`src/rtl/fetch_unit.sv`:
```
// -----------------------------------------------------------------------------
// fetch_unit
// Instruction fetch stage. Holds the program counter, issues one instruction
// memory request at a time over a valid/ready handshake, captures the returned
// word into a single-entry fetch/decode buffer and presents it to decode.
// A redirect loads a new PC and flushes the buffer and any in-flight request.
//
// Ports:
//   clk, rst_n          rising-edge clock, asynchronous active-low reset
//   imem_req_valid/addr request to instruction memory (word-aligned address)
//   imem_req_ready      memory accepts the request this cycle
//   imem_rsp_valid/data response word from memory
//   redirect_valid/pc   load new PC (bits [1:0] forced to zero), flush
//   id_valid/id_ready   fetch/decode buffer handshake
//   id_instr/opcode/pc  buffered instruction, its opcode field and address
// -----------------------------------------------------------------------------
module fetch_unit #(
  parameter logic [31:0] RESET_PC = 32'h0040_0000
) (
  input  logic        clk,
  input  logic        rst_n,
  output logic        imem_req_valid,
  output logic [31:0] imem_req_addr,
  input  logic        imem_req_ready,
  input  logic        imem_rsp_valid,
  input  logic [31:0] imem_rsp_data,
  input  logic        redirect_valid,
  input  logic [31:0] redirect_pc,
  output logic        id_valid,
  input  logic        id_ready,
  output logic [31:0] id_instr,
  output logic [6:0]  id_opcode,
  output logic [31:0] id_pc
);

  typedef enum logic [1:0] {
    IDLE,
    REQ,
    WAIT,
    DROP
  } state_e;

  localparam logic [31:0] NOP = 32'h0000_0013;

  state_e      state_q, state_d;
  logic [31:0] pc_q, pc_d;
  logic [31:0] req_pc_q, req_pc_d;
  logic        id_valid_q, id_valid_d;
  logic [31:0] id_instr_q, id_instr_d;
  logic [31:0] id_pc_q, id_pc_d;
  logic        buf_free;

  // Low address bits of a redirect target are ignored by design.
  logic unused_redirect_lsbs;
  assign unused_redirect_lsbs = ^redirect_pc[1:0];

  always_comb begin
    state_d    = state_q;
    pc_d       = pc_q;
    req_pc_d   = req_pc_q;
    id_valid_d = id_valid_q;
    id_instr_d = id_instr_q;
    id_pc_d    = id_pc_q;

    // A request may only go out when its response is guaranteed a free slot.
    buf_free       = !id_valid_q || id_ready;
    imem_req_valid = (state_q == REQ) && buf_free && !redirect_valid;

    if (id_valid_q && id_ready) begin
      id_valid_d = 1'b0;
    end

    if (redirect_valid) begin
      // Flush has priority over everything, including a same-cycle decode
      // transfer and a same-cycle memory response.
      pc_d       = {redirect_pc[31:2], 2'b00};
      id_valid_d = 1'b0;
      unique case (state_q)
        WAIT, DROP: state_d = imem_rsp_valid ? REQ : DROP;
        default:    state_d = REQ;
      endcase
    end else begin
      unique case (state_q)
        IDLE: state_d = REQ;
        REQ: begin
          if (imem_req_valid && imem_req_ready) begin
            req_pc_d = pc_q;
            state_d  = WAIT;
          end
        end
        WAIT: begin
          if (imem_rsp_valid) begin
            id_instr_d = imem_rsp_data;
            id_pc_d    = req_pc_q;
            id_valid_d = 1'b1;
            pc_d       = req_pc_q + 32'd4;
            state_d    = REQ;
          end
        end
        DROP: begin
          if (imem_rsp_valid) begin
            state_d = REQ;
          end
        end
      endcase
    end
  end

  always_ff @(posedge clk or negedge rst_n) begin
    if (!rst_n) begin
      state_q    <= IDLE;
      pc_q       <= RESET_PC;
      req_pc_q   <= '0;
      id_valid_q <= 1'b0;
      id_instr_q <= NOP;
      id_pc_q    <= '0;
    end else begin
      state_q    <= state_d;
      pc_q       <= pc_d;
      req_pc_q   <= req_pc_d;
      id_valid_q <= id_valid_d;
      id_instr_q <= id_instr_d;
      id_pc_q    <= id_pc_d;
    end
  end

  assign imem_req_addr = pc_q;
  assign id_valid      = id_valid_q;
  assign id_instr      = id_instr_q;
  assign id_opcode     = id_instr_q[6:0];
  assign id_pc         = id_pc_q;

endmodule

```
`config.mk`:
```
export PLATFORM = sky130hd
export DESIGN_NAME = fetch_unit
export DESIGN_NICKNAME = d
export VERILOG_FILES = /design/src/rtl/fetch_unit.sv
export SDC_FILE = /design/constraint.sdc
export NUM_CORES = 1
export LEC_CHECK = 0
export CORE_MARGIN = 4
export CORE_UTILIZATION = 30
export DETAILED_ROUTE_END_ITERATION = 8
export PLACE_DENSITY_LB_ADDON = 0.08
export SLEW_MARGIN = 20
export SYNTH_ARGS = -nofsm -noshare
export SYNTH_HDL_FRONTEND = slang
export SYNTH_SLANG_ARGS = --single-unit
```
`constraint.sdc`:
```
create_clock -name clk -period 2.55 [get_ports clk]
set_clock_uncertainty 0.05 [all_clocks]
set_input_delay 0.51 -clock clk [delete_from_list [all_inputs] [get_ports clk]]
set_output_delay 0.51 -clock clk [all_outputs]
set_load 0.05 [all_outputs]
```
==> results of run 1 <==
-- state kept, by name, summed over array words and instances, names as in the netlist --
register and cells:
id_pc 32, imem_req_addr 32, id_instr 32, id_valid 1, req_pc_q 32, state_q 2
-- worst max path at each step --
stage	depth (start not counted)	slack [ns]	end	start
4_1_cts	1	0.17	id_opcode[1]	id_instr[1]$_DFFE_PN1P_
2_1_floorplan	5	0.08	req_pc_q[0]$_DFFE_PN0P_	id_valid$_DFF_PN0_
3_5_place_dp	6	0.27	imem_req_addr[26]$_DFFE_PN0P_	req_pc_q[2]$_DFFE_PN0P_
3_3_place_gp	6	0.30	req_pc_q[22]$_DFFE_PN0P_	id_ready
5_1_grt	6	0.07	imem_req_addr[26]$_DFFE_PN0P_	req_pc_q[2]$_DFFE_PN0P_
6_report	1	0.21	id_opcode[1]	id_instr[1]$_DFFE_PN1P_
-- cells in the mapped netlist --
| library cell | n | share of area |
|---|---|---|
| or4_4 | 1 | 0.0019 |
| and3_1 | 4 | 0.0043 |
| o41a_1 | 1 | 0.0019 |
| nand3b_1 | 1 | 0.0013 |
| nor3_2 | 3 | 0.0052 |
| buf_1 | 3 | 0.0019 |
| inv_1 | 5 | 0.0032 |
| mux2i_1 | 2 | 0.0035 |
| nor4_2 | 1 | 0.0022 |
| or2_2 | 2 | 0.0022 |
| nor4b_2 | 1 | 0.0026 |
| nand4_1 | 5 | 0.0054 |
| dfstp_2 | 4 | 0.018 |
| nor4_1 | 2 | 0.0022 |
| nor3b_1 | 2 | 0.0026 |
| o221ai_1 | 12 | 0.018 |
| xnor2_1 | 20 | 0.030 |
| nand4_4 | 1 | 0.0037 |
| o21ai_1 | 7 | 0.0061 |
| nor3b_2 | 1 | 0.0022 |
| a31o_2 | 1 | 0.0015 |
| o31ai_1 | 3 | 0.0039 |
| o221ai_2 | 2 | 0.0052 |
| nand3_2 | 1 | 0.0017 |
| buf_2 | 2 | 0.0017 |
| mux2_2 | 32 | 0.062 |
| clkbuf_1 | 24 | 0.016 |
| nor2_1 | 23 | 0.015 |
| nand3_1 | 10 | 0.0087 |
| nand2_1 | 242 | 0.16 |
| o21ai_0 | 11 | 0.0095 |
| and2_1 | 3 | 0.0032 |
| a21oi_1 | 14 | 0.012 |
| nor4_4 | 1 | 0.0037 |
| ha_1 | 1 | 0.0022 |
| nor3_1 | 3 | 0.0026 |
| dfrtp_1 | 127 | 0.55 |
| buf_4 | 7 | 0.0091 |
| xor2_1 | 7 | 0.011 |
| nor2b_1 | 1 | 0.0011 |
| and4_1 | 3 | 0.0045 |
-- worst reg2reg max path, cell delays in order (launching register included) --
cell      delay (ns)
dfrtp_1         0.43
ha_1            0.23
and4_1          0.31
nand4_1         0.45
nor3_1          0.38
xnor2_1         0.15
o221ai_1        0.13
-- power groups by stage --
stage / sequential, mW / combinational (mW) / clock (mW)
finish: 2.99 / 2.84 / 2.74
global route: 3.07 / 3.01 / 2.90
CTS: 3.00 / 2.88 / 2.81
detailed placement: 3.03 / 2.87 / 0
global placement: 3.01 / 2.84 / 0
floorplan: 4.03 / 0.787 / 0
-- per-layer routing --
metal,part of all wire,routed length [um],vias to the layer above
met5,0,0,-
met4,0.013,208,0
met3,0.045,736,11
met2,0.49,7940,107
met1,0.46,7450,2333
li1,-,-,2306
-- final cells by class --
class,instances,area share
clock buffers,20,0.0546
clock inverters,12,0.0236
inverters,5,0.00219
multi-input cells,424,0.273
flip-flops and latches,131,0.384
well taps,260,0.0380
repair buffers,189,0.224
-- kinds of logic (layout without fill, tap and decap cells) --
group / count (synthesis) / after routing / share of synthesized area
compound gates: 51 / 51 / 0.0584
flops: 131 / 131 / 0.568
mux: 34 / 34 / 0.0658
simple gates: 311 / 311 / 0.233
fa+ha+maj: 1 / 1 / 0.00216
buf+inv: 41 / 226 / 0.0316
xor+xnor: 27 / 27 / 0.0409
-- through the flow --
stage	power, mW	utilization
final	8.58	0.454
after CTS	8.69	0.454
after floorplan	4.82	-
after global placement	5.85	0.419
after global routing	8.99	0.454
after detailed placement	5.90	0.419
==> results.ini, run 1 <==
[status]
outcome=finished, final reports clean

[sta]
tns_ns=0
worstMarginPinSlew_ns=0.666
fmax_mhz=427
rsz0062_at_grt=no
setup_violations=0
fin_crit_ns=2.34
relSlewSlack=0.556
finalWorstSetupSlack_ns=0.210
finalCritPeriodShare=0.918
finalHoldViolCount=0
holdWs_ns=0.0606
slew_viol_final=0

[cells_and_area]
drive_gt1_frac=0.134
diodes=0
fin_nets=839
area_growth_pct=47.9
stdcell_count=1041
fillCellCount=1805
multi_input_area_um2=2340
final-seq-area_um2=3280
postLayoutCellArea_um2=8550
final_common_cell=nand2_1
final_cell_mix=nand2_1 (241), clkdlybuf4s50_1 (169), dfrtp_1 (127), mux2_2 (32), nor2_1 (22)

[detailed_routing]
vias_per_cell=4.57
num_vias=4757
avgRoutedWirePerCell_um=15.7
routed_wl_um=16300
firstDrtPassIters=4
antenna_left=0
drcViolationCount=0
drt_iter0_drc=168

[power_and_ir_drop]
irDropWorstVdd_mv=0.457
comb_power_share=0.332
leakage_nw=3.82
swShare=0.369
p_seq_frac=0.349
p_switching_mw=3.16
clkPwrFrac=0.319
p_int_mw=5.41
power.density_nw_per_um2=1000

[die]
die_w_um=147
die_h_um=147
rows=50
fp.coreArea_um2=18800
dieArea_um2=21600
initial_utilization=0.307
ios=175

[critical_path]
cp-start-kind=register
critPathSlowestCell=clkdlybuf4s50_1
crit_required_ns=1.99
r2r_cells=6
critPathBufInv=1
worstPathArrival_ns=1.78
path_delay_family=buffers and inverters
cp_max_fo=3
worstReg2RegStart=req_pc_q[2]$_DFFE_PN0P_
crit_chain=clkdlybuf4s50_1
critPathMaxStageDelay_ns=0.81
path_class=reg2out
r2r_end=imem_req_addr[26]$_DFFE_PN0P_
reg2reg_slack_ns=0.28
critPathCaptureType=primary output

[global_routing]
busiest_layer=met2
grtUsageMet3=0.0401
grt_pass1_wl_um=27000
grt_util_met1=0.204
grt_max_degree=67
grt_pass1_vias=5125
antenna_found_initial=0
use_met2=0.257
grt_use_total=0.157
grt.overflow.total=0

[logic_synthesis]
synthDistinctLibCells=41
yosys_register_bits=131
yosysWarnings=0
yosysSeqAreaShare=0.568
synth_fp_nets=667
syn_inst=596
synth_area_um2=5780
avgSynthCellArea_um2=9.70

[placement]
placed_area_um2=7880
hpwl_um=11600
place_inst=1009
routabilityCongestion=0.754
pre_cts_slack_ns=0.267
portBuffers=172

[clock_network]
cts.repair.resized=0
postCtsHoldBufs=0
path_clk_slew_ns=0.06
clockRootBuffer=clkbuf_16
cts.sinks=131
cts_max_path_buffers=2
cts_tree=done
h-tree-depth=4
clk_latency_ns=0.41
numCtsBuffers=17
cts_setup_buffers=0

[hold_path]
hold_path_class=in2async

[flow_run]
drv_cap=0

(Power assumes the default switching activity.)
==> inputs of run 2 (changes only) <==
--- a/constraint.sdc
+++ b/constraint.sdc
@@ -4,2 +4,2 @@
 set_output_delay 0.51 -clock clk [all_outputs]
-set_load 0.05 [all_outputs]
+set_load 0.1 [all_outputs]
==> results.ini, run 2 (synthesis gave the netlist of run 1 again) <==
[status]
outcome=finished with violations
violations=negative hold slack

[detailed_routing]
drcViolationCount=0  ; unchanged
drt_iter0_drc=164  ; -2.4%
avgRoutedWirePerCell_um=16.0  ; +2.0%
num_vias=4723  ; -0.71%
antenna_left=0  ; unchanged
routed_wl_um=16600  ; +1.9%
vias_per_cell=4.54  ; -0.62%
firstDrtPassIters=4  ; unchanged

[global_routing]
grt_use_total=0.159  ; +0.00151
grt_pass1_vias=5037  ; -1.7%
grtUsageMet3=0.0487  ; +0.00864
grt.overflow.total=0  ; unchanged
grt_util_met1=0.215  ; +0.0110
busiest_layer=met2
antenna_found_initial=0  ; unchanged
use_met2=0.251  ; -0.00576
grt_max_degree=52  ; -22%
grt_pass1_wl_um=27400  ; +1.5%

[critical_path]
cp-start-kind=input port
path_class=in2out
crit_chain=clkdlybuf4s50_1, nor2b_4, nor4b_4, buf_12
critPathBufInv=2  ; +1
critPathCaptureType=primary output
critPathSlowestCell=clkdlybuf4s50_1
critPathMaxStageDelay_ns=0.50  ; -0.31 ns
crit_required_ns=1.99  ; about the same
cp_max_fo=2  ; -1
worstPathArrival_ns=1.70  ; -0.08 ns
path_delay_family=buffers and inverters

[cells_and_area]
diodes=0  ; unchanged
stdcell_count=1040  ; -0.096%
fin_nets=838  ; -0.12%
area_growth_pct=42.2
drive_gt1_frac=0.264  ; +0.130
final_cell_mix=nand2_1 (241), dfrtp_1 (126), buf_4 (115), clkdlybuf4s50_1 (65), mux2_2 (32)
final_common_cell=nand2_1

[sta]
slew_viol_final=0  ; unchanged
holdWs_ns=-0.00546  ; -0.0661 ns
finalHoldViolCount=2  ; +2
relSlewSlack=0.653  ; +0.0970
rsz0062_at_grt=no
finalCritPeriodShare=0.888  ; -0.0300
setup_violations=0  ; unchanged
fmax_mhz=442  ; +3.4%
worstMarginPinSlew_ns=0.516  ; -0.149 ns
fin_crit_ns=2.26  ; -0.0766 ns

[die]
die_h_um=147  ; unchanged
dieArea_um2=21600  ; unchanged
ios=175  ; unchanged
initial_utilization=0.307  ; unchanged
rows=50  ; unchanged
fp.coreArea_um2=18800  ; unchanged
die_w_um=147  ; unchanged

[clock_network]
clk_latency_ns=0.40  ; about the same
cts.repair.resized=0  ; unchanged
cts_max_path_buffers=2  ; unchanged
cts.sinks=131  ; unchanged
postCtsHoldBufs=0  ; unchanged
clockRootBuffer=clkbuf_16
path_clk_slew_ns=0.06  ; about the same
numCtsBuffers=17  ; unchanged
cts_tree=done
cts_setup_buffers=0  ; unchanged
h-tree-depth=4  ; unchanged

[placement]
routabilityCongestion=0.748  ; -0.82%
place_inst=1008  ; -0.099%
portBuffers=172  ; unchanged
hpwl_um=11700  ; +0.24%

[power_and_ir_drop]
leakage_nw=3.94  ; +3.0%
power.density_nw_per_um2=1160  ; +16%
irDropWorstVdd_mv=0.505  ; +10%
power_mw=9.53  ; +11%

[hold_path]
hold_path_class=in2async

[flow_run]
drv_cap=0  ; unchanged

-- run 2: cell types whose count changed in the layout (fill, tap and decap cells not counted), sizes merged --
cell / before / now
clkdlybuf4s50: 169 / 65
buf: 20 / 123
clkbuf: 20 / 23
bufinv: 5 / 3
inv: 6 / 5
-- run 2: cell type report --
class	count	area [um^2]
clock inverters	9	129
fillers	1819	10600
repair buffers	188	1650
clock buffers	23	468
multi-input cells	424	2340
flip-flops and latches	131	3290
inverters	5	18.8
well taps	260	325
-- run 2: path summary, 6_finish.rpt --
| path | start | endpoint | slack [ns] | depth (start not counted) |
|---|---|---|---|---|
| setup / recovery | id_ready | imem_req_valid | 0.29 | 4 |
| hold / removal | rst_n | id_instr[2]$_DFFE_PN0P_ | -0.005 | 1 |
| setup reg to reg | req_pc_q[2]$_DFFE_PN0P_ | imem_req_addr[28]$_DFFE_PN0P_ | 0.47 | 6 |
| hold reg to reg | id_instr[0]$_DFFE_PN1P_ | id_instr[0]$_DFFE_PN1P_ | 0.42 | 2 |
| max in group asynchronous | rst_n | id_instr[0]$_DFFE_PN1P_ | 1.76 | 2 |
| min in group clk | id_instr[0]$_DFFE_PN1P_ | id_instr[0]$_DFFE_PN1P_ | 0.42 | 2 |
-- run 2: per-layer routing --
metal / up-vias / share of wire
li1: 2302 / -
met1: 2298 / 0.47
met2: 114 / 0.46
met3: 9 / 0.058
met4: 0 / 0.0079
met5: - / 0
-- run 2: power breakdown --
part           switching, mW  internal, mW
Sequential             0.441          2.55
Clock                  0.891          1.59
Combinational           3.14         0.917
Total                   4.47          5.06
-- run 2: stage by stage --
stage / util / TNS, ns / cell area (um^2) / hold WS, ns / worst slack, ns
detailed placement: 0.405 / 0 / 7630 / 0.411 / 0.252
global placement: 0.405 / 0 / 7630 / 0.407 / 0.256
floorplan: - / -10.84 / 5830 / 0.164 / -0.352
global route: 0.437 / 0 / 8220 / 0.0116 / 0.220
finish: 0.437 / 0 / 8220 / -0.00546 / 0.287
CTS: 0.437 / 0 / 8220 / 0.00386 / 0.275
==> inputs of run 3 (changes only) <==
- CORE_MARGIN: 4 -> unset
- clock period: 2.55 -> 2.5 ns (I/O delays scaled with it)
==> results.ini, run 3 (synthesis gave the netlist of run 1 again) <==
[critical_path]
r2r_cells=6  ; unchanged
critPathCaptureType=primary output
cp-startpoint=id_ready
crit_required_ns=1.95  ; -0.04 ns
critPathBufInv=2  ; unchanged
worstPathArrival_ns=1.68  ; -0.02 ns
cp-start-kind=input port
r2r_end=imem_req_addr[28]$_DFFE_PN0P_
reg2reg_slack_ns=0.34  ; -0.13 ns
cp.depth=4  ; unchanged
worstReg2RegStart=req_pc_q[2]$_DFFE_PN0P_
critPathMaxStageDelay_ns=0.50  ; about the same
crit_chain=clkdlybuf4s50_1, nor2b_4, nor4b_4, buf_12
path_class=in2out
critPathSlowestCell=clkdlybuf4s50_1
cp_max_fo=2  ; unchanged
path_delay_family=buffers and inverters

[clock_network]
numCtsBuffers=17  ; unchanged
clockRootBuffer=clkbuf_16
cts_max_path_buffers=2  ; unchanged
h-tree-depth=4  ; unchanged
cts_tree=done
cts_setup_buffers=0  ; unchanged
postCtsHoldBufs=1  ; +1
cts.sinks=131  ; unchanged
path_clk_slew_ns=0.06  ; about the same
cts.repair.resized=0  ; unchanged
clk_latency_ns=0.42  ; +0.02 ns

[power_and_ir_drop]
power.density_nw_per_um2=1220  ; +5.0%
irDropWorstVdd_mv=0.482  ; -4.5%
leakage_nw=3.96  ; +0.64%
power_mw=10.1  ; +5.4%

[placement]
placed_area_um2=7560  ; -0.82%
hpwl_um=10500  ; -9.5%
pre_cts_slack_ns=0.0187  ; -0.234 ns
portBuffers=172  ; unchanged
routabilityCongestion=0.751  ; +0.41%
place_inst=978  ; -3.0%

[sta]
rsz0062_at_grt=no
finalCritPeriodShare=0.893
finalWorstSetupSlack_ns=0.266  ; -0.0206 ns
relSlewSlack=0.302  ; -0.351
tns_ns=0  ; unchanged
slew_viol_final=0  ; unchanged
setup_violations=0  ; unchanged
holdWs_ns=0.416  ; +0.421 ns
worstMarginPinSlew_ns=1.05  ; +0.530 ns
finalHoldViolCount=0  ; -2
fmax_mhz=448
fin_crit_ns=2.23

[cells_and_area]
diodes=0  ; unchanged
drive_gt1_frac=0.264  ; -0.000267
area_growth_pct=42.8
stdcell_count=1011  ; -2.8%
final_cell_mix=nand2_1 (241), dfrtp_1 (126), buf_4 (111), clkdlybuf4s50_1 (65), mux2_2 (32)
postLayoutCellArea_um2=8260  ; +0.41%
utilization=0.440  ; +0.00326
fin_nets=835  ; -0.36%
final_common_cell=nand2_1

[flow_run]
drv_cap=0  ; unchanged

[hold_path]
min_from=id_instr[0]$_DFFE_PN1P_
worstHoldPathCells=2
hold_path_class=reg2reg
holdPathEnd=id_instr[0]$_DFFE_PN1P_

[die]
ios=175  ; unchanged
die_w_um=141  ; -4.1%
initial_utilization=0.308  ; +0.00102
fp.coreArea_um2=18800  ; -0.33%
rows=50  ; unchanged
dieArea_um2=19800  ; -8.0%
die_h_um=141  ; -4.1%

[detailed_routing]
num_vias=4752  ; +0.61%
firstDrtPassIters=4  ; unchanged
drcViolationCount=0  ; unchanged
drt_iter0_drc=182  ; +11%
avgRoutedWirePerCell_um=15.4  ; -3.9%
routed_wl_um=15500  ; -6.6%
antenna_left=0  ; unchanged
vias_per_cell=4.70  ; +3.5%

[global_routing]
grt.overflow.total=0  ; unchanged
grtUsageMet3=0.0370  ; -0.0117
grt_util_met1=0.219  ; +0.00361
grt_pass1_wl_um=25400  ; -7.3%
antenna_found_initial=0  ; unchanged
use_met2=0.270  ; +0.0185
grt_max_degree=90  ; +73%
grt_use_total=0.166  ; +0.00754
busiest_layer=met2
grt_pass1_vias=4857  ; -3.6%

[status]
outcome=finished, final reports clean

[run 3: cell types whose count changed in the layout (fill, tap and decap cells not counted), sizes merged]
cell,before,now
buf,123,119
bufinv,3,6
clkbuf,23,20
clkinv,4,3
dlygate4sd3,0,1
inv,5,6
[run 3: where the power goes]
part	switching (mW)	internal (mW)
registers	0.440	2.60
logic	3.20	0.934
clock network	0.947	1.93
[run 3: worst reg2reg max path, stage by stage, from the launching register on]
cell      delay (ns)
dfrtp_1         0.46
ha_1            0.26
and4_1          0.33
nand4_1         0.24
nor4_1          0.35
xnor2_1         0.17
o221ai_1        0.12
[run 3: worst max-delay path by stage]
stage and endpoint:
2_1_floorplan req_pc_q[10]$_DFFE_PN0P_, 3_3_place_gp imem_req_addr[17]$_DFFE_PN0P_, 3_5_place_dp imem_req_addr[26]$_DFFE_PN0P_, 4_1_cts imem_req_valid
5_1_grt imem_req_addr[28]$_DFFE_PN0P_, 6_report imem_req_valid
[run 3: final cells by class]
class	instances	area [um^2]
clock inverter	12	226
sequential	131	3290
fill	1834	10500
tap	234	293
timing repair buffer	185	1630
multi-input combinational	424	2340
clock buffer	20	457
inverter	5	18.8
[run 3: per-layer routing]
metal / part of all wire / vias up
met5: 0 / -
met4: 0.011 / 0
met3: 0.041 / 12
met2: 0.47 / 119
met1: 0.48 / 2316
li1: - / 2305
